[config.mk]
export PLATFORM = sky130hd
export DESIGN_NAME = mips_multicycle_control_flat
export DESIGN_NICKNAME = d
export VERILOG_FILES = /design/src/rtl/mips_multicycle_control_pkg.sv /design/src/rtl/mips_multicycle_control_if.sv /design/src/rtl/mips_multicycle_control_alu_decoder.sv /design/src/rtl/mips_multicycle_control.sv /design/src/flat_wrapper.sv
export SDC_FILE = /design/constraint.sdc
export NUM_CORES = 1
export LEC_CHECK = 0
export BUFFER_PORTS_ARGS = -buffer_cell sky130_fd_sc_hd__buf_2
export CORE_UTILIZATION = 44
export CTS_BUF_LIST = sky130_fd_sc_hd__clkbuf_8 sky130_fd_sc_hd__clkbuf_16
export DETAILED_ROUTE_END_ITERATION = 10
export PLACE_DENSITY = 0.78
export SYNTH_ARGS = -nofsm -noshare
export SYNTH_HDL_FRONTEND = slang
export SYNTH_SLANG_ARGS = --single-unit
[constraint.sdc]
create_clock -name clk -period 2 [get_ports clk]
set_input_delay 0.3 -clock clk [delete_from_list [all_inputs] [get_ports clk]]
set_output_delay 0.3 -clock clk [all_outputs]
set_load 0.02 [all_outputs]
[src/rtl/mips_multicycle_control_pkg.sv]
// Shared types for the multi-cycle MIPS control path: opcode/funct codes,
// ALU control encoding, datapath mux selects and the control FSM states.
// Optional feature macro: MIPS_ILLEGAL_OP_TRAP_EN (adds the TRAP state).
package MIPS_pkg;

  localparam int MIPS_OP_WIDTH    = 6;
  localparam int MIPS_FUNCT_WIDTH = 6;

  typedef enum logic [5:0] {
    OP_R    = 6'b000000,
    OP_J    = 6'b000010,
    OP_BEQ  = 6'b000100,
    OP_ADDI = 6'b001000,
    OP_LW   = 6'b100011,
    OP_SW   = 6'b101011
  } mips_op_e;

  typedef enum logic [5:0] {
    FUNCT_ADD = 6'b100000,
    FUNCT_SUB = 6'b100010,
    FUNCT_AND = 6'b100100,
    FUNCT_OR  = 6'b100101,
    FUNCT_SLT = 6'b101010
  } mips_funct_e;

  typedef enum logic [2:0] {
    ALU_AND = 3'b000,
    ALU_OR  = 3'b001,
    ALU_ADD = 3'b010,
    ALU_SUB = 3'b110,
    ALU_SLT = 3'b111
  } mips_alu_ctrl_e;

  // Coarse ALU request from the FSM; the decoder refines FUNCT via funct.
  typedef enum logic [1:0] {
    ALUOP_ADD   = 2'b00,
    ALUOP_SUB   = 2'b01,
    ALUOP_FUNCT = 2'b10
  } mips_aluop_e;

  typedef enum logic [1:0] {
    SRCB_B      = 2'b00,
    SRCB_FOUR   = 2'b01,
    SRCB_IMM    = 2'b10,
    SRCB_IMM_SH = 2'b11
  } mips_srcb_e;

  typedef enum logic [1:0] {
    PCSRC_ALU    = 2'b00,
    PCSRC_ALUOUT = 2'b01,
    PCSRC_JUMP   = 2'b10
  } mips_pcsrc_e;

  typedef enum logic [3:0] {
    S_FETCH,
    S_DECODE,
    S_MEMADR,
    S_MEMRD,
    S_MEMWB,
    S_MEMWR,
    S_EXEC,
    S_ALUWB,
    S_BRANCH,
    S_ADDIEX,
    S_ADDIWB,
`ifdef MIPS_ILLEGAL_OP_TRAP_EN
    S_JUMP,
    S_TRAP
`else
    S_JUMP
`endif
  } mips_ctrl_state_e;

endpackage

[src/rtl/mips_multicycle_control_if.sv]
// Control <-> datapath bundle. master = control FSM, slave = datapath.
interface mips_multicycle_control_if #(
  parameter int OP_W    = MIPS_pkg::MIPS_OP_WIDTH,
  parameter int FUNCT_W = MIPS_pkg::MIPS_FUNCT_WIDTH
);
  logic [OP_W-1:0]    op;
  logic [FUNCT_W-1:0] funct;
  logic               zero;
  logic               mem_ready;
  logic               mem_req;
  logic               mem_write;
  logic               iord;
  logic               ir_write;
  logic               reg_dst;
  logic               mem_to_reg;
  logic               reg_write;
  logic               alu_src_a;
  logic [1:0]         alu_src_b;
  logic [2:0]         alu_ctrl;
  logic [1:0]         pc_src;
  logic               pc_en;
  logic               illegal;

  modport master (
    input  op, funct, zero, mem_ready,
    output mem_req, mem_write, iord, ir_write, reg_dst, mem_to_reg,
           reg_write, alu_src_a, alu_src_b, alu_ctrl, pc_src, pc_en, illegal
  );

  modport slave (
    output op, funct, zero, mem_ready,
    input  mem_req, mem_write, iord, ir_write, reg_dst, mem_to_reg,
           reg_write, alu_src_a, alu_src_b, alu_ctrl, pc_src, pc_en, illegal
  );
endinterface

[src/rtl/mips_multicycle_control_alu_decoder.sv]
// ALU decoder: maps the FSM's coarse aluop plus the R-type funct field to
// the 3-bit ALU operation. Unknown funct values fall back to ADD.
module mips_alu_decoder
  import MIPS_pkg::*;
#(
  parameter int FUNCT_W = MIPS_FUNCT_WIDTH
) (
  input  logic [FUNCT_W-1:0] funct,
  input  mips_aluop_e        aluop,
  output logic [2:0]         alu_ctrl
);

  // Pure combinational lookup.
  always_comb begin
    alu_ctrl = ALU_ADD;
    case (aluop)
      ALUOP_ADD: alu_ctrl = ALU_ADD;
      ALUOP_SUB: alu_ctrl = ALU_SUB;
      ALUOP_FUNCT: begin
        case (funct)
          FUNCT_ADD: alu_ctrl = ALU_ADD;
          FUNCT_SUB: alu_ctrl = ALU_SUB;
          FUNCT_AND: alu_ctrl = ALU_AND;
          FUNCT_OR:  alu_ctrl = ALU_OR;
          FUNCT_SLT: alu_ctrl = ALU_SLT;
          default:   alu_ctrl = ALU_ADD;
        endcase
      end
      default: alu_ctrl = ALU_ADD;
    endcase
  end

endmodule

[src/rtl/mips_multicycle_control.sv]
// Main control FSM of the multi-cycle MIPS core. Moore decode of the
// registered state, except FETCH ir_write/pc_en (= mem_ready) and BRANCH
// pc_en (= zero). Reset forces all enables low, aborting any memory access.
// Optional feature macro: MIPS_ILLEGAL_OP_TRAP_EN (unsupported opcode ->
// TRAP with sticky illegal flag; otherwise such opcodes act as a NOP).
module mips_multicycle_control
  import MIPS_pkg::*;
#(
  parameter int OP_W    = MIPS_OP_WIDTH,
  parameter int FUNCT_W = MIPS_FUNCT_WIDTH
) (
  input  logic                      clk,
  input  logic                      rst,
  mips_multicycle_control_if.master bus
);

  mips_ctrl_state_e   state_reg, state_next;
  logic [OP_W-1:0]    op_s;
  logic [FUNCT_W-1:0] funct_s;
  mips_aluop_e        aluop;
  logic [2:0]         alu_ctrl_dec;
  logic               alu_used;
  logic               mem_req_c, mem_write_c, iord_c, ir_write_c;
  logic               reg_dst_c, mem_to_reg_c, reg_write_c, alu_src_a_c, pc_en_c;
  mips_srcb_e         alu_src_b_c;
  mips_pcsrc_e        pc_src_c;

  assign op_s    = bus.op;
  assign funct_s = bus.funct;

  mips_alu_decoder #(.FUNCT_W(FUNCT_W)) u_alu_dec (
    .funct    (funct_s),
    .aluop    (aluop),
    .alu_ctrl (alu_ctrl_dec)
  );

  // State register; reset always lands in FETCH.
  always_ff @(posedge clk) begin
    if (rst) state_reg <= S_FETCH;
    else     state_reg <= state_next;
  end

  // Next-state and per-state control decode.
  always_comb begin
    state_next   = state_reg;
    mem_req_c    = 1'b0;
    mem_write_c  = 1'b0;
    iord_c       = 1'b0;
    ir_write_c   = 1'b0;
    reg_dst_c    = 1'b0;
    mem_to_reg_c = 1'b0;
    reg_write_c  = 1'b0;
    alu_src_a_c  = 1'b0;
    alu_src_b_c  = SRCB_B;
    pc_src_c     = PCSRC_ALU;
    pc_en_c      = 1'b0;
    aluop        = ALUOP_ADD;
    alu_used     = 1'b0;
    case (state_reg)
      S_FETCH: begin
        mem_req_c   = 1'b1;
        alu_src_b_c = SRCB_FOUR;
        alu_used    = 1'b1;
        if (bus.mem_ready) begin
          ir_write_c = 1'b1;
          pc_en_c    = 1'b1;
          state_next = S_DECODE;
        end
      end
      S_DECODE: begin
        alu_src_b_c = SRCB_IMM_SH;
        alu_used    = 1'b1;
        case (op_s)
          OP_LW, OP_SW: state_next = S_MEMADR;
          OP_R:         state_next = S_EXEC;
          OP_BEQ:       state_next = S_BRANCH;
          OP_ADDI:      state_next = S_ADDIEX;
          OP_J:         state_next = S_JUMP;
`ifdef MIPS_ILLEGAL_OP_TRAP_EN
          default:      state_next = S_TRAP;
`else
          default:      state_next = S_FETCH;
`endif
        endcase
      end
      S_MEMADR: begin
        alu_src_a_c = 1'b1;
        alu_src_b_c = SRCB_IMM;
        alu_used    = 1'b1;
        state_next  = (op_s == OP_SW) ? S_MEMWR : S_MEMRD;
      end
      S_MEMRD: begin
        mem_req_c = 1'b1;
        iord_c    = 1'b1;
        if (bus.mem_ready) state_next = S_MEMWB;
      end
      S_MEMWB: begin
        reg_write_c  = 1'b1;
        mem_to_reg_c = 1'b1;
        state_next   = S_FETCH;
      end
      S_MEMWR: begin
        mem_req_c   = 1'b1;
        mem_write_c = 1'b1;
        iord_c      = 1'b1;
        if (bus.mem_ready) state_next = S_FETCH;
      end
      S_EXEC: begin
        alu_src_a_c = 1'b1;
        aluop       = ALUOP_FUNCT;
        alu_used    = 1'b1;
        state_next  = S_ALUWB;
      end
      S_ALUWB: begin
        reg_write_c = 1'b1;
        reg_dst_c   = 1'b1;
        state_next  = S_FETCH;
      end
      S_BRANCH: begin
        alu_src_a_c = 1'b1;
        aluop       = ALUOP_SUB;
        alu_used    = 1'b1;
        pc_src_c    = PCSRC_ALUOUT;
        pc_en_c     = bus.zero;
        state_next  = S_FETCH;
      end
      S_ADDIEX: begin
        alu_src_a_c = 1'b1;
        alu_src_b_c = SRCB_IMM;
        alu_used    = 1'b1;
        state_next  = S_ADDIWB;
      end
      S_ADDIWB: begin
        reg_write_c = 1'b1;
        state_next  = S_FETCH;
      end
      S_JUMP: begin
        pc_src_c   = PCSRC_JUMP;
        pc_en_c    = 1'b1;
        state_next = S_FETCH;
      end
`ifdef MIPS_ILLEGAL_OP_TRAP_EN
      S_TRAP: state_next = S_TRAP;
`endif
      default: state_next = S_FETCH;
    endcase
  end

  // Enables are killed during reset so an in-flight access is aborted.
  assign bus.mem_req    = mem_req_c   & ~rst;
  assign bus.mem_write  = mem_write_c & ~rst;
  assign bus.ir_write   = ir_write_c  & ~rst;
  assign bus.reg_write  = reg_write_c & ~rst;
  assign bus.pc_en      = pc_en_c     & ~rst;
  assign bus.iord       = iord_c;
  assign bus.reg_dst    = reg_dst_c;
  assign bus.mem_to_reg = mem_to_reg_c;
  assign bus.alu_src_a  = alu_src_a_c;
  assign bus.alu_src_b  = alu_src_b_c;
  assign bus.pc_src     = pc_src_c;
  assign bus.alu_ctrl   = alu_used ? alu_ctrl_dec : 3'b000;

`ifdef MIPS_ILLEGAL_OP_TRAP_EN
  // TRAP is absorbing until reset, which makes the flag sticky.
  assign bus.illegal = (state_reg == S_TRAP) & ~rst;
`else
  assign bus.illegal = 1'b0;
`endif

endmodule

[src/flat_wrapper.sv]
// flat-port wrapper written by rule: the top's interface ports become plain ports
module mips_multicycle_control_flat import MIPS_pkg::*;
#(
  parameter int OP_W    = MIPS_OP_WIDTH,
  parameter int FUNCT_W = MIPS_FUNCT_WIDTH
)
  (clk, rst, bus_op, bus_funct, bus_zero, bus_mem_ready, bus_mem_req, bus_mem_write, bus_iord, bus_ir_write, bus_reg_dst, bus_mem_to_reg, bus_reg_write, bus_alu_src_a, bus_alu_src_b, bus_alu_ctrl, bus_pc_src, bus_pc_en, bus_illegal);
  mips_multicycle_control_if #(.OP_W(OP_W), .FUNCT_W(FUNCT_W)) bus_i ();
  input  logic clk;
  input  logic rst;
  input wire logic [$bits(bus_i.op)-1:0] bus_op;
  input wire logic [$bits(bus_i.funct)-1:0] bus_funct;
  input wire logic [$bits(bus_i.zero)-1:0] bus_zero;
  input wire logic [$bits(bus_i.mem_ready)-1:0] bus_mem_ready;
  output wire logic [$bits(bus_i.mem_req)-1:0] bus_mem_req;
  output wire logic [$bits(bus_i.mem_write)-1:0] bus_mem_write;
  output wire logic [$bits(bus_i.iord)-1:0] bus_iord;
  output wire logic [$bits(bus_i.ir_write)-1:0] bus_ir_write;
  output wire logic [$bits(bus_i.reg_dst)-1:0] bus_reg_dst;
  output wire logic [$bits(bus_i.mem_to_reg)-1:0] bus_mem_to_reg;
  output wire logic [$bits(bus_i.reg_write)-1:0] bus_reg_write;
  output wire logic [$bits(bus_i.alu_src_a)-1:0] bus_alu_src_a;
  output wire logic [$bits(bus_i.alu_src_b)-1:0] bus_alu_src_b;
  output wire logic [$bits(bus_i.alu_ctrl)-1:0] bus_alu_ctrl;
  output wire logic [$bits(bus_i.pc_src)-1:0] bus_pc_src;
  output wire logic [$bits(bus_i.pc_en)-1:0] bus_pc_en;
  output wire logic [$bits(bus_i.illegal)-1:0] bus_illegal;
  assign bus_i.op = bus_op;
  assign bus_i.funct = bus_funct;
  assign bus_i.zero = bus_zero;
  assign bus_i.mem_ready = bus_mem_ready;
  assign bus_mem_req = bus_i.mem_req;
  assign bus_mem_write = bus_i.mem_write;
  assign bus_iord = bus_i.iord;
  assign bus_ir_write = bus_i.ir_write;
  assign bus_reg_dst = bus_i.reg_dst;
  assign bus_mem_to_reg = bus_i.mem_to_reg;
  assign bus_reg_write = bus_i.reg_write;
  assign bus_alu_src_a = bus_i.alu_src_a;
  assign bus_alu_src_b = bus_i.alu_src_b;
  assign bus_alu_ctrl = bus_i.alu_ctrl;
  assign bus_pc_src = bus_i.pc_src;
  assign bus_pc_en = bus_i.pc_en;
  assign bus_illegal = bus_i.illegal;
  mips_multicycle_control #(.OP_W(OP_W), .FUNCT_W(FUNCT_W)) u_core (.clk(clk), .rst(rst), .bus(bus_i));
endmodule
=== Word-level counts from Yosys, hierarchy flattened ===
Index checks and enable logic that the tools add are counted.

* Equality and inequality tests: 25
* Mux-type cells: 23
* Bitwise gates (word level): 6
* Reduce and logical (&&, ||, !) cells: 10

{| class="wikitable"
|+ Operator list
! operator !! number
|-
| $eq 6x6->1 const B || 6
|-
| $pmux 4 s7 || 1
|-
| $pmux 4 s5 || 1
|-
| $eq 4x3->1 const B || 4
|-
| $eq 4x4->1 const B || 4
|-
| $mux 4 || 3
|-
| $pmux 3 s4 || 1
|-
| $mux 1 || 10
|-
| $eq 4x2->1 const B || 2
|-
| $pmux 2 s2 || 2
|-
| $eq 6x2->1 const B || 1
|-
| $eq 6x3->1 const B || 1
|-
| $eq 6x4->1 const B || 1
|-
| $logic_not 6->1 || 1
|-
| $mux 3 || 2
|-
| $ne 2x2->1 const B || 3
|-
| $pmux 2 s3 || 1
|-
| $pmux 3 s2 || 1
|-
| $reduce_or 2->1 || 3
|-
| $reduce_or 3->1 || 2
|-
| $reduce_or 6->1 || 1
|-
| $and 1x1->1 || 5
|-
| $eq 4x1->1 const B || 1
|-
| $logic_not 4->1 || 1
|-
| 6 further kinds || 6
|}

* Register bits after elaboration: 4
* Input port bits: 16
* Output and inout port bits: 17
* Word-level logic and storage cells: 65

=== Depth between registers and ports, before layout ===
Gate-level depths: netlist of run 1.

* Depth in word-level cells: 5
* Mapped depth: 8

=== Cells and area by module ===
A second synthesis of run 1 with hierarchy kept.

* Cell total of the unflattened synthesis: 102
* Area, all modules: 674.4 µm²

{| class="wikitable"
|+ By module, submodules not included
! module !! instances !! cells each !! area an instance (µm²)
|-
| mips_multicycle_control || 1 || 87 || 555.5
|-
| mips_alu_decoder || 1 || 15 || 118.9
|}

=== Worst setup path after synthesis of run 1 ===
Ideal clock, no wire load.

* Path type: register to output
* Start: reg u_core.state_reg[3]
* End: out bus_alu_ctrl[2]
* Arrival time: 1.719 ns
* Setup slack: -0.019 ns
* Stages on the path, launching flop included: 8
* Path buffers: 2
* Cells stage by stage: dfxtp_1 buf_6 clkbuf_1 nand3_1 inv_1 ha_1 a21oi_1 nor3_1

* Word-level cells in the longest chain between the ends: 5
* Elaborated cells on any way between the ends: 13
* Those cells by class: eq/ne: 7; mux: 4; reduce/logical: 2

{| class="wikitable"
|+ RTL lines
! what !! RTL line !! text
|-
| from (decl) || mips_multicycle_control.sv:17 || <nowiki>mips_ctrl_state_e state_reg, state_next;</nowiki>
|-
| from (signal assigned) || mips_multicycle_control.sv:40 || <nowiki>else state_reg <= state_next;</nowiki>
|-
| $eq 4x4->1 / $eq 4x3->1 (equally long branches) || mips_multicycle_control.sv:59 || <nowiki>case (state_reg)</nowiki>
|-
| $pmux 2 s2 || mips_multicycle_control.sv:59 ||
|-
| $eq 2x2->1 / $eq 2x1->1 (equally long branches) || mips_multicycle_control_alu_decoder.sv:16 || <nowiki>case (aluop)</nowiki>
|-
| $pmux 3 s2 || mips_multicycle_control_alu_decoder.sv:16 ||
|-
| $mux 3 (*) || mips_multicycle_control.sv:161 || <nowiki>assign bus.alu_ctrl = alu_used ? alu_ctrl_dec : 3'b000;</nowiki>
|-
| to (decl) || flat_wrapper.sv:24 || <nowiki>output wire logic [$bits(bus_i.alu_ctrl)-1:0] bus_alu_ctrl;</nowiki>
|}

Every way passes the cells marked *; elsewhere a longest branch is shown, timed or not.

=== Worst setup path in the final report of run 1 ===
* Start: reg u_core.state_reg[0]
* End: out bus_alu_ctrl[1]

The elaborated chain is that of the path after synthesis.

==> results.cfg, run 1 <==
[grt]
antenna_found_initial = 0
first_global_vias = 632
grt_pass1_wl_um = 2480
overflow = 0
grt_max_degree = 14
grt_usage_pct = 22.2

[drt]
drc = 0
wl_per_cell_um = 11.4
via_per_inst = 5.51
antenna_left = 0
drt_wl_total_um = 1680
drt-initial-drc-count = 13
num_vias = 810
drt-pass1-iter-count = 4

[pwr]
total_leakage_power_uw = 0.000419
powerDensity_nw_per_um2 = 379
power_uw = 333
irDropWorstVdd_mv = 0.439

[critical_path]
cp.required_ns = 1.70
critPathCaptureType = output pin
critPathMaxFanout = 8
critPathLaunchType = register
critPathKind = reg -> out
cp.arrival_ns = 1.68

[layout]
final_common_cell = buf_2
final_cell_mix = 31 x buf_2, 14 x nor2_1, 10 x nand2_1
nNetsFinal = 152
drive_above_1_share_pct = 38.6
multi_input_area_um2 = 518
fin_cells = 147
nFillCells = 136
design_area_um2 = 878
diodes = 0
seq_area_um2 = 85.1
syn_to_final_growth_pct = 34.7
largest_reg_flops = 4

[timing]
hold_viol = 0
final_max_slew_viol_count = 0
setup_viol = 0
finalClockSkew_ns = 0.00105
fin_crit_ns = 1.98
fin_setup_tns_ns = 0
rsz0062_at_grt = yes
hold_slack_ns = 0.379
fmax_ghz = 0.506
finalCritPeriodShare_pct = 98.8

[die]
core-area_um2 = 1330
io-pin-count = 33
die-area_um2 = 1640
die_x_um = 40.5
initial_utilization_pct = 48.9
row_count = 13
die_h_um = 40.5

[place]
placed_cells = 144
dp_hpwl_um = 1370
gp_congestion = 0.820
io_buffers = 31
place_area_um2 = 832

[clock_network]
clkLatencyLatePin_ns = 0.21
htree_levels = 1
clock_sinks = 4
clk_pin_slew_ns = 0.03
cts_buffers = 3
cts_tree = built
clockRootBuffer = clkbuf_8
clockBufferDepth = 2

[synth]
synth_fp_nets = 117
ys_ff_latch = 4
synth-edff-count = 0
syn-cell-area_um2 = 652
synth_ff_type = dfxtp_1
synthArstFlopShare_pct = 0
synth_area_per_cell_um2 = 6.58
yosys_warnings = 0
synth.distinct_cells = 40
syn_inst = 99
synth_seq_area_share_pct = 12.3

[job]
drv_cap = 0

[worst_hold_path]
hold_path_class = in -> reg

[status]
status = finished, final reports clean
-- cell usage after synthesis, types with 2 or more instances --
cell,number,area share (%)
buf_2,2,1.5
nor2_1,14,8.1
o21ai_0,5,3.8
nor3_1,5,3.8
nor2b_1,2,1.9
nand3_1,3,2.3
and3_1,5,4.8
clkbuf_1,2,1.2
dfxtp_1,4,12
nand2b_1,6,5.8
a31oi_1,3,2.9
a21oi_1,7,5.4
nand2_1,10,5.8
ha_1,2,3.8
inv_1,3,1.7
buf_4,2,2.3
-- what timing repair did --
item	CTS	global route
resized for setup	1	2
setup buffers	0	0
gates cloned	0	0
hold buffers	0	0
setup endpoints to repair	3	2
-- metrics by stage --
| step | worst slack [ns] | util (%) |
|---|---|---|
| global placement | 0.228 | 62.4 |
| global route | -0.0343 | 65.9 |
| CTS | 0.00383 | 65.6 |
| finish | 0.0249 | 65.9 |
| floorplan | 0.149 | - |
| detailed placement | 0.134 | 62.4 |
-- power by group --
part	internal [uW]	leakage [uW]	total (uW)	switching, uW
Combinational	35.9	0.000363	83.9	48.0
Clock	128	0.0000216	164	36.5
Sequential	81.1	0.0000338	85.0	3.94
-- critical path, cell delays in order (launching register included) --
cell      delay [ns]
dfxtp_1         0.38
nor3_2          0.24
nand2_1         0.11
inv_1           0.07
ha_1            0.24
a211oi_1        0.22
nor2_1          0.06
buf_2           0.16
-- routing by layer --
metal	wire length, um	vias to the layer above	GRT usage, %
li1	-	422	-
met1	772	365	24.5
met2	842	23	44.4
met3	60	0	1.67
met4	0	0	5.00
met5	0	-	0
-- area by class of cell --
type,count,share of cell area (%)
Sequential cell,4,9.69
Inverter,4,1.71
Clock buffer,3,4.70
Timing Repair Buffer,37,22.8
Tap cell,15,2.14
Multi-Input combinational cell,84,59.0
-- cells by family (layout without fill, tap and decap cells) --
logic type	Yosys count	count (layout)	synth area share [%]
adder cells (fa/ha/maj)	2	2	3.84
XOR/XNOR	1	1	1.34
AO/OA/AOI/OAI	23	23	23.2
buffers and inverters	11	44	9.02
flip-flops	4	4	12.3
multiplexers	2	2	3.26
AND/OR/NAND/NOR	55	55	46.5
other	1	1	0.575
-- final timing paths --
check | from | to | slack, ns | cells past startpoint
worst max-delay path | u_core.state_reg[0] | bus_alu_ctrl[1] | 0.02 | 7
worst min-delay path | bus_op[4] | u_core.state_reg[3] | 0.38 | 3
worst max register to register | u_core.state_reg[3] | u_core.state_reg[1] | 0.47 | 4
worst min register to register | u_core.state_reg[0] | u_core.state_reg[2] | 0.68 | 2
Power figures use the tool's default switching activity.
==> run 2, diff against run 1 <==
Settings changed: CORE_UTILIZATION 44 to 46, CTS_BUF_LIST sky130_fd_sc_hd__clkbuf_8 sky130_fd_sc_hd__clkbuf_16 to sky130_fd_sc_hd__clkbuf_4, PLACE_DENSITY 0.78 to 0.81.
==> results.cfg, run 2 (synthesis gave the netlist of run 1 again) <==
[drt]
drc = 0
num_vias = 866
antenna_left = 0
via_per_inst = 5.77
wl_per_cell_um = 13.6
drt_wl_total_um = 2050
drt-initial-drc-count = 17
drt-pass1-iter-count = 4

[critical_path]
cp_top_family = buffers and inverters
r2r_cells = 4
slowest_stage = dfxtp_4
cp.required_ns = 1.70
slowest_delay_ns = 0.35
critPathLaunchType = register
crit_chain = buf_4 -> nor2_4 -> nand3_2 -> inv_2 -> ha_2 -> a21oi_1 -> nor3_2 -> buf_4
path_depth = 8
critPathCaptureType = output pin
critPathBufInv = 3
critPathKind = reg -> out
critPathMaxFanout = 6
cp.arrival_ns = 1.66
path_common_cell = buf_4

[timing]
finalCritPeriodShare_pct = 98.2
hold_viol = 0
hold_slack_ns = 0.362
fin_crit_ns = 1.96
final_max_slew_viol_count = 0
fmax_ghz = 0.509
finalClockSkew_ns = 0.00905
setup_viol = 0
rsz0062_at_grt = yes

[die]
die_h_um = 39.6
row_count = 13
die_x_um = 39.6
initial_utilization_pct = 49.5
die-area_um2 = 1570
io-pin-count = 33
core-area_um2 = 1320

[layout]
largest_reg_flops = 4
final_common_cell = buf_2
diodes = 0
nNetsFinal = 155
post-route-util_pct = 70.7
syn_to_final_growth_pct = 42.8
drive_above_1_share_pct = 45.9
design_area_um2 = 931
final_cell_mix = 29 x buf_2, 14 x nor2_1, 10 x buf_4

[grt]
grt_usage_pct = 26.3
antenna_found_initial = 0
grt_max_degree = 17
first_global_vias = 701
overflow = 0
grt_pass1_wl_um = 2860

[worst_hold_path]
hold_path_class = in -> reg
worstHoldPathCells = 3

[clock_network]
cts_tree = built
clockBufferDepth = 2
clkLatencyLatePin_ns = 0.24
clk_pin_slew_ns = 0.04
clock_sinks = 4
htree_levels = 1
clockRootBuffer = clkbuf_4
cts_buffers = 3

[place]
io_buffers = 31
place_area_um2 = 832
dp_hpwl_um = 1430
gp_congestion = 0.871

[pwr]
p_seq_share_pct = 30.7
p_clk_share_pct = 36.6
pwr-share-comb_pct = 32.7
irDropWorstVdd_mv = 0.306
total_leakage_power_uw = 0.000424
p_sw_uw = 88.4
powerDensity_nw_per_um2 = 293
p_sw_share_pct = 32.4
p_int_uw = 184

[status]
status = finished, final reports clean

[job]
drv_cap = 0
run 2: changes by cell type in the layout (fill, tap and decap cells not counted), sizes merged:
cell / delta
buf: +3
run 2: power groups by stage:
stage	clock network [uW]	logic [uW]	registers, uW
floorplan	0	53.5	84.5
global placement	0	82.1	87.1
detailed placement	0	84.1	87.1
CTS	101	84.7	86.0
global route	106	98.4	84.0
finish	99.6	89.2	83.7
run 2: cell type report:
cell class                 instances  area [um^2]
tap                               15         18.8
clock buffer                       3         22.5
fill                             120          387
inverter                           4         15.0
multi-input combinational         84          552
sequential                         4         91.3
timing repair buffer              40          231
run 2: path summary, 6_finish.rpt:
kind / slack (ns) / to / startpoint
worst min register to register: 0.67 / u_core.state_reg[0] / u_core.state_reg[0]
worst max-delay path: 0.04 / bus_alu_ctrl[2] / u_core.state_reg[1]
worst max register to register: 0.46 / u_core.state_reg[1] / u_core.state_reg[3]
worst min-delay path: 0.36 / u_core.state_reg[3] / bus_op[4]
run 2: per-stage QoR:
step           cells  worst slack, ns  TNS (ns)  total power, uW
2_1_floorplan     99            0.149         0              138
3_3_place_gp     144            0.209         0              169
3_5_place_dp     144            0.159         0              171
4_1_cts          147          -0.0141   -0.0141              272
5_1_grt          150          -0.0168   -0.0183              288
6_report         150           0.0352         0              272
run 2: worst min-delay path, stage by stage:
cell      delay, ns
buf_2          0.08
nand3b_1       0.10
a21oi_1        0.06
run 2: layer usage:
metal,wire [um],up-vias,track usage [%]
li1,-,424,-
met4,18,0,1.72
met1,827,397,31.0
met2,1060,43,49.6
met5,0,-,0
met3,139,2,5.11
run 2: what timing repair did:
action / in CTS / in global routing
pin swaps: 1 / 3
endpoints found under the setup margin: 3 / 4
hold buffers: 0 / 0
resized for setup: 3 / 14
buffers inserted: 0 / 3
==> run 3, diff against run 2 <==
Settings changed: ABC_AREA set to 1, CORE_UTILIZATION 46 to 47, PLACE_DENSITY 0.81 to 0.82.
==> results.cfg, run 3 <==
[timing]
setup_viol = 0
finalClockSkew_ns = 0.00593
finalCritPeriodShare_pct = 95.3
final_max_slew_viol_count = 0
hold_viol = 0
fin_setup_tns_ns = 0
fin_crit_ns = 1.91
fmax_ghz = 0.524

[place]
gp_congestion = 0.814
io_buffers = 31
dp_hpwl_um = 1390

[layout]
nFillCells = 132
largest_reg_flops = 4
seq_area_um2 = 87.6
post-route-util_pct = 67.3
diodes = 0
final_cell_mix = 30 x buf_2, 28 x nand2_1, 22 x nor2_1
drive_above_1_share_pct = 40.3
syn_to_final_growth_pct = 32.0
final_common_cell = buf_2
nNetsFinal = 179
multi_input_area_um2 = 493

[synth]
synth_area_per_cell_um2 = 5.29
synth_top_cell_area_share_pct = 15.6
synthTopCellsByCount = 28 x nand2_1, 23 x nor2_1, 21 x inv_1
yosys_warnings = 0
synth_fp_nets = 145
synth.area.top_cells = nand2_1 16%, nor2_1 13%, dfxtp_1 12%
synth_most_common_cell = nand2_1
synth-edff-count = 0
ys_ff_latch = 4
syn-cell-area_um2 = 672
synthArstFlopShare_pct = 0
synth_ff_type = dfxtp_1
synth.distinct_cells = 24
yosys.area.top_type = nand2_1
synth_seq_area_share_pct = 11.9
syn_inst = 127

[die]
die-area_um2 = 1580
row_count = 13
core-area_um2 = 1320
io-pin-count = 33
die_h_um = 39.8
initial_utilization_pct = 51.0
die_x_um = 39.8

[critical_path]
crit_chain = inv_1 -> nand2_2 -> nor2_4 -> ha_1 -> inv_1 -> o21bai_1 -> nor3b_2 -> buf_4
r2r_end = u_core.state_reg[1]
critPathMaxFanout = 5
r2r_setup_slack_ns = 0.78
critPathBufInv = 3
critPathCaptureType = output pin
cp_top_family = simple AND/OR/NAND/NOR gates
r2r_cells = 9
critPathKind = reg -> out
path_common_cell = inv_1
cp.arrival_ns = 1.61
critPathLaunchType = register
slowest_delay_ns = 0.35
slowest_stage = dfxtp_2
cp.required_ns = 1.70
r2r_start = u_core.state_reg[3]

[drt]
num_vias = 860
antenna_left = 0
drc = 0
via_per_inst = 4.94
drt-initial-drc-count = 9
wl_per_cell_um = 9.70
drt-pass1-iter-count = 4
drt_wl_total_um = 1690

[clock_network]
clockRootBuffer = clkbuf_4
clkLatencyLatePin_ns = 0.25
clockBufferDepth = 2
clk_pin_slew_ns = 0.04
clock_sinks = 4
cts_buffers = 3
cts_setup_buffers = 0
cts_tree = built
htree_levels = 1
cts_hold_buf = 0

[grt]
grt.met1_usage_pct = 27.0
antenna_found_initial = 0
overflow = 0
grtUsageMet3_pct = 5.68
first_global_vias = 680
grt_max_degree = 9
grt_usage_pct = 23.8
grtUsageMet2_pct = 41.8
top_usage_layer = met2
grt_pass1_wl_um = 2540

[pwr]
powerDensity_nw_per_um2 = 336
irDropWorstVdd_mv = 0.325
total_leakage_power_uw = 0.000535

[worst_hold_path]
worstHoldPathCells = 2
hold_path_class = in -> reg
holdPathEnd = u_core.state_reg[0]
hp-start = rst

[job]
drv_cap = 0

[status]
status = finished, final reports clean
-- run 3: metal layers --
metal	part of all wire [%]	wire [um]
met5	0	0
met3	3.6	61
met1	45	767
met2	49	832
met4	1.5	25
-- run 3: worst register-to-register path, cell delays in order, from the launching register on --
cell	delay (ns)
dfxtp_2	0.37
inv_4	0.06
nand2_2	0.11
inv_2	0.08
nand2_1	0.09
nand2_1	0.06
a21oi_1	0.13
nand3_1	0.10
nand2_1	0.08
inv_1	0.04
-- run 3: cells by family (layout without fill, tap and decap cells) --
kind of cell,Yosys count,count (layout),synth area share (%)
buffers and inverters,30,62,17.3
AO/OA/AOI/OAI,14,14,12.3
AND/OR/NAND/NOR,76,76,54.2
other,1,1,0.558
flip-flops,4,4,11.9
adder cells (fa/ha/maj),2,2,3.72
-- run 3: final cells by class --
| cell class | instances | area share [%] |
|---|---|---|
| timing repair buffer | 31 | 17.8 |
| tap | 15 | 2.12 |
| sequential | 4 | 9.87 |
| clock buffer | 3 | 2.54 |
| inverter | 28 | 12.1 |
| multi-input combinational | 93 | 55.6 |
-- run 3: per-stage QoR --
step | instance area, um^2 | setup WS, ns | power [uW] | hold slack, ns | instances
final | 887 | 0.0932 | 298 | 0.311 | 174
after global routing | 887 | -0.00817 | 325 | 0.322 | 174
after CTS | 861 | 0.00877 | 300 | 0.312 | 174
after detailed placement | 835 | 0.231 | 189 | 0.573 | 171
after global placement | 835 | 0.312 | 186 | 0.568 | 171
after floorplan | 672 | 0.283 | 156 | 0.557 | 127
-- run 3: timing repair --
action                                  4_1_cts  5_1_grt
pin swaps                                     0        0
resized for setup                             2       10
endpoints found under the setup margin        1        2
hold endpoints to repair                      0        0
-- run 3: where the power goes --
part	internal (uW)	total [uW]	leakage, uW	switching (uW)
combinational	38.1	104	0.000487	65.7
sequential	82.5	87.8	0.0000346	5.28
clock	67.5	107	0.0000138	39.3
total	188	298	0.000535	110
-- run 3: how the worst max path moves through the flow --
stage / from / endpoint / slack [ns] / cells after the start
global route: u_core.state_reg[0] / bus_alu_ctrl[2] / -0.008 / 8
floorplan: u_core.state_reg[1] / bus_alu_ctrl[2] / 0.28 / 6
CTS: u_core.state_reg[3] / bus_alu_ctrl[2] / 0.009 / 8
detailed placement: u_core.state_reg[1] / bus_alu_ctrl[2] / 0.23 / 7
global placement: u_core.state_reg[1] / bus_alu_ctrl[2] / 0.31 / 7
finish: u_core.state_reg[0] / bus_alu_ctrl[2] / 0.09 / 8
